$ cat src/rtl/fifo_ram_ctrl_if.sv
// rtl/fifo_ram_ctrl_if.sv - producer/consumer bundle for fifo_ram_ctrl
interface fifo_ram_ctrl_if #(
  parameter int DATA_WIDTH = 6,
  parameter int ADDR_WIDTH = 2
);
  logic                  wr_en;
  logic [DATA_WIDTH-1:0] data_in;
  logic                  rd_en;
  logic [DATA_WIDTH-1:0] data_out;
  logic                  valid_out;
  logic                  full;
  logic                  empty;
  logic                  almost_full;
  logic                  almost_empty;
  logic [ADDR_WIDTH:0]   fifo_cnt;
  logic [1:0]            error;

  // Producer/consumer side: issues requests, observes data and flags
  modport master (
    output wr_en, data_in, rd_en,
    input  data_out, valid_out, full, empty, almost_full, almost_empty,
           fifo_cnt, error
  );

  // FIFO side
  modport slave (
    input  wr_en, data_in, rd_en,
    output data_out, valid_out, full, empty, almost_full, almost_empty,
           fifo_cnt, error
  );
endinterface

$ cat src/rtl/fifo_ram_ctrl.sv
// rtl/fifo_ram_ctrl.sv - synchronous FIFO with flags and registered read; FIFO_ERR_EN enables sticky errors
module fifo_ram_ctrl #(
  parameter int DATA_WIDTH = 6,
  parameter int ADDR_WIDTH = 2,
  parameter int AF_THRESH  = 3,
  parameter int AE_THRESH  = 1
) (
  input  logic           clk,
  input  logic           reset_L,
  fifo_ram_ctrl_if.slave bus
);
  localparam int DEPTH = 2 ** ADDR_WIDTH;
  localparam logic [ADDR_WIDTH:0]   CNT_FULL = (ADDR_WIDTH + 1)'(DEPTH);
  localparam logic [ADDR_WIDTH:0]   AF_LVL   = (ADDR_WIDTH + 1)'(AF_THRESH);
  localparam logic [ADDR_WIDTH:0]   AE_LVL   = (ADDR_WIDTH + 1)'(AE_THRESH);
  localparam logic [ADDR_WIDTH:0]   CNT_ONE  = (ADDR_WIDTH + 1)'(1);
  localparam logic [ADDR_WIDTH-1:0] PTR_ONE  = (ADDR_WIDTH)'(1);

  logic [DATA_WIDTH-1:0] mem_q [DEPTH];
  logic [ADDR_WIDTH-1:0] wr_ptr_q, wr_ptr_d;
  logic [ADDR_WIDTH-1:0] rd_ptr_q, rd_ptr_d;
  logic [ADDR_WIDTH:0]   cnt_q, cnt_d;
  logic [DATA_WIDTH-1:0] dout_q, dout_d;
  logic                  valid_q, valid_d;
  logic                  full_w, empty_w;
  logic                  wr_acc, rd_acc;

  // Flags come straight from the registered occupancy so they only move on an edge or reset
  assign full_w           = (cnt_q == CNT_FULL);
  assign empty_w          = (cnt_q == '0);
  assign bus.full         = full_w;
  assign bus.empty        = empty_w;
  assign bus.almost_full  = (cnt_q >= AF_LVL);
  assign bus.almost_empty = (cnt_q <= AE_LVL);
  assign bus.fifo_cnt     = cnt_q;
  assign bus.data_out     = dout_q;
  assign bus.valid_out    = valid_q;

  // Acceptance decisions use the pre-edge flags only, so there is no fall-through path
  always_comb begin
    wr_acc   = bus.wr_en && !full_w;
    rd_acc   = bus.rd_en && !empty_w;
    wr_ptr_d = wr_ptr_q;
    rd_ptr_d = rd_ptr_q;
    cnt_d    = cnt_q;
    dout_d   = dout_q;
    valid_d  = 1'b0;
    if (wr_acc) wr_ptr_d = wr_ptr_q + PTR_ONE;
    if (rd_acc) begin
      rd_ptr_d = rd_ptr_q + PTR_ONE;
      dout_d   = mem_q[rd_ptr_q];
      valid_d  = 1'b1;
    end
    if (wr_acc && !rd_acc) cnt_d = cnt_q + CNT_ONE;
    if (rd_acc && !wr_acc) cnt_d = cnt_q - CNT_ONE;
  end

  // Pointer, occupancy and read-port registers; reset discards stored words via the pointers
  always_ff @(posedge clk or negedge reset_L) begin
    if (!reset_L) begin
      wr_ptr_q <= '0;
      rd_ptr_q <= '0;
      cnt_q    <= '0;
      dout_q   <= '0;
      valid_q  <= 1'b0;
    end else begin
      wr_ptr_q <= wr_ptr_d;
      rd_ptr_q <= rd_ptr_d;
      cnt_q    <= cnt_d;
      dout_q   <= dout_d;
      valid_q  <= valid_d;
    end
  end

  // Storage array is not reset
  always_ff @(posedge clk) begin
    if (wr_acc) mem_q[wr_ptr_q] <= bus.data_in;
  end

`ifdef FIFO_ERR_EN
  logic [1:0] err_q, err_d;

  // Sticky overflow (bit0) and underflow (bit1), held until reset
  always_comb begin
    err_d = err_q | {bus.rd_en && empty_w, bus.wr_en && full_w};
  end

  // Error register
  always_ff @(posedge clk or negedge reset_L) begin
    if (!reset_L) err_q <= 2'b00;
    else          err_q <= err_d;
  end

  assign bus.error = err_q;
`else
  assign bus.error = 2'b00;
`endif
endmodule

$ cat src/flat_wrapper.sv
// flat-port wrapper written by rule: the top's interface ports become plain ports
module fifo_ram_ctrl_flat 
#(
  parameter int DATA_WIDTH = 6,
  parameter int ADDR_WIDTH = 2,
  parameter int AF_THRESH  = 3,
  parameter int AE_THRESH  = 1
)
  (clk, reset_L, bus_wr_en, bus_data_in, bus_rd_en, bus_data_out, bus_valid_out, bus_full, bus_empty, bus_almost_full, bus_almost_empty, bus_fifo_cnt, bus_error);
  fifo_ram_ctrl_if #(.DATA_WIDTH(DATA_WIDTH), .ADDR_WIDTH(ADDR_WIDTH)) bus_i ();
  input  logic clk;
  input  logic reset_L;
  input wire logic [$bits(bus_i.wr_en)-1:0] bus_wr_en;
  input wire logic [$bits(bus_i.data_in)-1:0] bus_data_in;
  input wire logic [$bits(bus_i.rd_en)-1:0] bus_rd_en;
  output wire logic [$bits(bus_i.data_out)-1:0] bus_data_out;
  output wire logic [$bits(bus_i.valid_out)-1:0] bus_valid_out;
  output wire logic [$bits(bus_i.full)-1:0] bus_full;
  output wire logic [$bits(bus_i.empty)-1:0] bus_empty;
  output wire logic [$bits(bus_i.almost_full)-1:0] bus_almost_full;
  output wire logic [$bits(bus_i.almost_empty)-1:0] bus_almost_empty;
  output wire logic [$bits(bus_i.fifo_cnt)-1:0] bus_fifo_cnt;
  output wire logic [$bits(bus_i.error)-1:0] bus_error;
  assign bus_i.wr_en = bus_wr_en;
  assign bus_i.data_in = bus_data_in;
  assign bus_i.rd_en = bus_rd_en;
  assign bus_data_out = bus_i.data_out;
  assign bus_valid_out = bus_i.valid_out;
  assign bus_full = bus_i.full;
  assign bus_empty = bus_i.empty;
  assign bus_almost_full = bus_i.almost_full;
  assign bus_almost_empty = bus_i.almost_empty;
  assign bus_fifo_cnt = bus_i.fifo_cnt;
  assign bus_error = bus_i.error;
  fifo_ram_ctrl #(.DATA_WIDTH(DATA_WIDTH), .ADDR_WIDTH(ADDR_WIDTH), .AF_THRESH(AF_THRESH), .AE_THRESH(AE_THRESH)) u_core (.clk(clk), .reset_L(reset_L), .bus(bus_i));
endmodule
$ cat config.mk
export PLATFORM = sky130hd
export DESIGN_NAME = fifo_ram_ctrl_flat
export DESIGN_NICKNAME = d
export VERILOG_FILES = /design/src/rtl/fifo_ram_ctrl_if.sv /design/src/rtl/fifo_ram_ctrl.sv /design/src/flat_wrapper.sv
export SDC_FILE = /design/constraint.sdc
export NUM_CORES = 1
export LEC_CHECK = 0
export CORE_ASPECT_RATIO = 0.75
export CORE_MARGIN = 10
export CORE_UTILIZATION = 51
export CTS_CLUSTER_DIAMETER = 40
export DETAILED_ROUTE_END_ITERATION = 8
export PLACE_DENSITY = 0.77
export SLEW_MARGIN = 25
export SYNTH_ARGS = -nofsm -noshare
export SYNTH_HDL_FRONTEND = slang
export SYNTH_SLANG_ARGS = --single-unit
$ cat constraint.sdc
create_clock -name clk -period 3.3 [get_ports clk]
set_input_delay 0.66 -clock clk [delete_from_list [all_inputs] [get_ports clk]]
set_output_delay 0.66 -clock clk [all_outputs]
set_load 0.02 [all_outputs]
==> results.py <==
metrics = {
    "clock_tree": {
        "cts_buffers": 5,
        "cts_tree": "done",
        "cts_sinks": 38,
        "clk_pin_slew_worst_paths_ns": 0.07,
        "cts_resized": 0,
        "insertion_delay_ns": 0.29,
        "htree_levels": 2,
        "post-cts-setup-buffers": 0,
        "cts_hold_buf": 0,
        "clockBufferDepth": 2,
        "cts_root_buf": "clkbuf_8",
    },
    "finish": {
        "fill_cells": 211,
        "nets": 147,
        "antenna_cells": 0,
        "area.growth.synth_to_final_pct": 20.77,
        "layout.cells.non_filler": 166,
        "drive_gt1_share_pct": 14.84,
        "final_area_sq_um": 1957,
    },
    "die": {
        "dieArea_sq_um": 5855,
        "die-width_microns": 85.09,
        "core_area_sq_um": 2999,
        "initial_core_util_pct": 54.03,
        "die_h_microns": 68.82,
        "io_pins": 26,
        "core.rowCount": 17,
    },
    "sta": {
        "clock_skew_ns": 0.007080,
        "tightest_slew_ns": 0.6485,
        "fin_crit_sh_pct": 76.78,
        "slew_headroom_pct": 56.63,
        "rsz0062_at_grt": "false",
        "setup_viol": 0,
        "tns_ns": 0,
        "clock.fmax_mhz": 394.7,
        "hold_violations": 0,
        "slew_viol_final": 0,
        "period_needed_ns": 2.534,
    },
    "setup_path": {
        "crit_top_cell": "ha_1",
        "worstPathRequired_ns": 2.64,
        "end_kind": "output port",
        "cp_max_fo": 5,
        "critPathBufInv": 1,
        "cp_slowest_cell": "clkdlybuf4s50_1",
        "crit_chain": "ha_1 -> ha_1 -> nor2_1 -> o21ai_0 -> clkdlybuf4s50_1",
        "max_stage_delay_ns": 0.55,
        "worstSetupPathType": "flip-flop to output port",
        "crit_arrival_ns": 1.87,
        "crit_family": "buffers and inverters",
        "start_kind": "flip-flop",
    },
    "routing": {
        "dr.pass1.iters": 5,
        "num_vias": 858,
        "routed_wl_microns": 2780,
        "avgViaCountPerCell": 5.169,
        "ant_nets": 0,
        "drt_drc_violations_left": 0,
        "wl_per_cell_microns": 16.75,
        "drtIter0Drc": 83,
    },
    "outcome": {
        "status": "finished clean",
    },
    "pwr": {
        "vdd_drop_max_mv": 0.4522,
        "p_per_area_nw_per_um2": 938.8,
        "leakagePower_nw": 0.7623,
    },
    "yosys": {
        "yosysTopAreaCell": "edfxtp_1",
        "synth.most_common_cell": "edfxtp_1",
        "ys_seq_elements": 38,
        "synth_cells": 100,
        "ys_dominant_reg_cell": "edfxtp_1",
        "synth_seq_area_share_pct": 66.10,
        "synth_cell_types": 21,
        "ys_warn_count": 0,
        "avgSynthCellArea_sq_um": 16.20,
        "synth_edf_count": 24,
        "netlist_area_sq_um": 1620,
        "synth_top_area_share_pct": 44.48,
        "synthTopCellsByCount": "edfxtp_1, dfrtp_1, ha_1",
        "synthTopCellsByArea": "edfxtp_1, dfrtp_1, mux4_2, ha_1, mux2_2",
        "synth-async-reset-ratio_pct": 36.84,
    },
    "job": {
        "maxCapViolCount": 0,
    },
    "grt": {
        "antenna_found_initial": 0,
        "grt_util_all_layers_pct": 10.42,
        "grt_pass1_wl_microns": 4519,
        "grt_pass1_vias": 876,
        "grt_overflow": 0,
        "grt_max_degree": 15,
    },
    "place": {
        "hpwl_microns": 2110,
        "routabilityCongestion": 0.8084,
        "placed_area_sq_um": 1872,
        "io_buffers": 23,
        "place_inst": 158,
    },
    "hold_path": {
        "hold_class": "flip-flop to flip-flop",
    },
}
[routing by layer]
layer | up-vias | GRT usage [%] | wire, microns
met1 | 409 | 11.99 | 1228
met2 | 37 | 15.76 | 1267
li1 | 407 | - | -
met3 | 5 | 6.440 | 251
met5 | - | 0 | 0
met4 | 0 | 3.689 | 33
[state kept, by name, indices dropped and copies added, names as in the netlist]
name                  cells
u_core.mem_q             24
u_core.bus.data_out       6
u_core.bus.fifo_cnt       3
u_core.rd_ptr_q           2
u_core.wr_ptr_q           2
u_core.bus.valid_out      1
[cells in the final DEF, fill, tap and decap left out, drive strengths merged]
| cell | Yosys | layout |
|---|---|---|
| nand2b | 1 | 1 |
| nand2 | 3 | 3 |
| clkinv | 0 | 2 |
| o22ai | 1 | 1 |
| dfrtp | 14 | 14 |
| nand3 | 1 | 1 |
| edfxtp | 24 | 24 |
| clkdlybuf4s50 | 0 | 23 |
| ha | 10 | 10 |
| inv | 9 | 9 |
| mux4 | 6 | 6 |
| mux2 | 6 | 6 |
| xnor2 | 5 | 5 |
| o21ai | 3 | 3 |
| conb | 1 | 2 |
| a21oi | 2 | 2 |
| clkbuf | 1 | 5 |
| a21boi | 1 | 1 |
| and2 | 5 | 5 |
| nor2 | 3 | 3 |
| clkinvlp | 0 | 1 |
| a31oi | 1 | 1 |
[where the power goes]
part	switching [mW]	internal, mW	total (mW)
Clock	0.155	0.144	0.299
Sequential	0.112	0.660	0.772
Combinational	0.374	0.392	0.766
Total	0.641	1.20	1.84
[metrics by stage]
step                      power, mW  utilization (%)  hold slack (ns)  worst slack, ns
after CTS                     1.859            65.25           0.5127           0.7510
after floorplan               1.260                -           0.3644            1.388
after global routing          1.963            65.25           0.5273           0.6143
final                         1.837            65.25           0.5081           0.7663
after detailed placement      1.559            62.41           0.4969           0.8902
after global placement        1.532            62.41           0.4889            1.006
[path summary, 6_finish.rpt]
path,from,to,slack (ns),depth (start not counted)
min in group asynchronous,reset_L,u_core.bus.valid_out,0.77,1
max in group asynchronous,reset_L,u_core.wr_ptr_q[0],2.11,1
min,u_core.bus.data_out[2],u_core.bus.data_out[2],0.51,1
max,u_core.bus.fifo_cnt[0],bus_almost_full,0.77,5
max reg2reg,u_core.bus.fifo_cnt[0],u_core.bus.fifo_cnt[2],1.19,7
min reg2reg,u_core.bus.data_out[2],u_core.bus.data_out[2],0.51,1
[kinds of logic (layout without fill, tap and decap cells)]
logic type	Yosys count	count (layout)	share of synthesized area, %
adder cells (fa/ha/maj)	10	10	7.722
buffers and inverters	13	40	3.938
XOR/XNOR	5	5	2.703
AO/OA/AOI/OAI	8	8	2.780
other	1	2	0.2314
AND/OR/NAND/NOR	13	13	4.015
multiplexers	12	12	12.51
flip-flops	38	38	66.10
[cell type report]
| class | instances | area (sq um) | area share [%] |
|---|---|---|---|
| clock buffers | 5 | 68.82 | 3.517 |
| flip-flops and latches | 38 | 1071 | 54.73 |
| clock inverters | 3 | 16.27 | 0.8312 |
| repair buffers | 23 | 230.2 | 11.76 |
| multi-input cells | 50 | 489.2 | 25.00 |
| well taps | 38 | 47.55 | 2.430 |
| inverters | 9 | 33.78 | 1.726 |
Note: power is estimated with default switching activity, not from simulation.
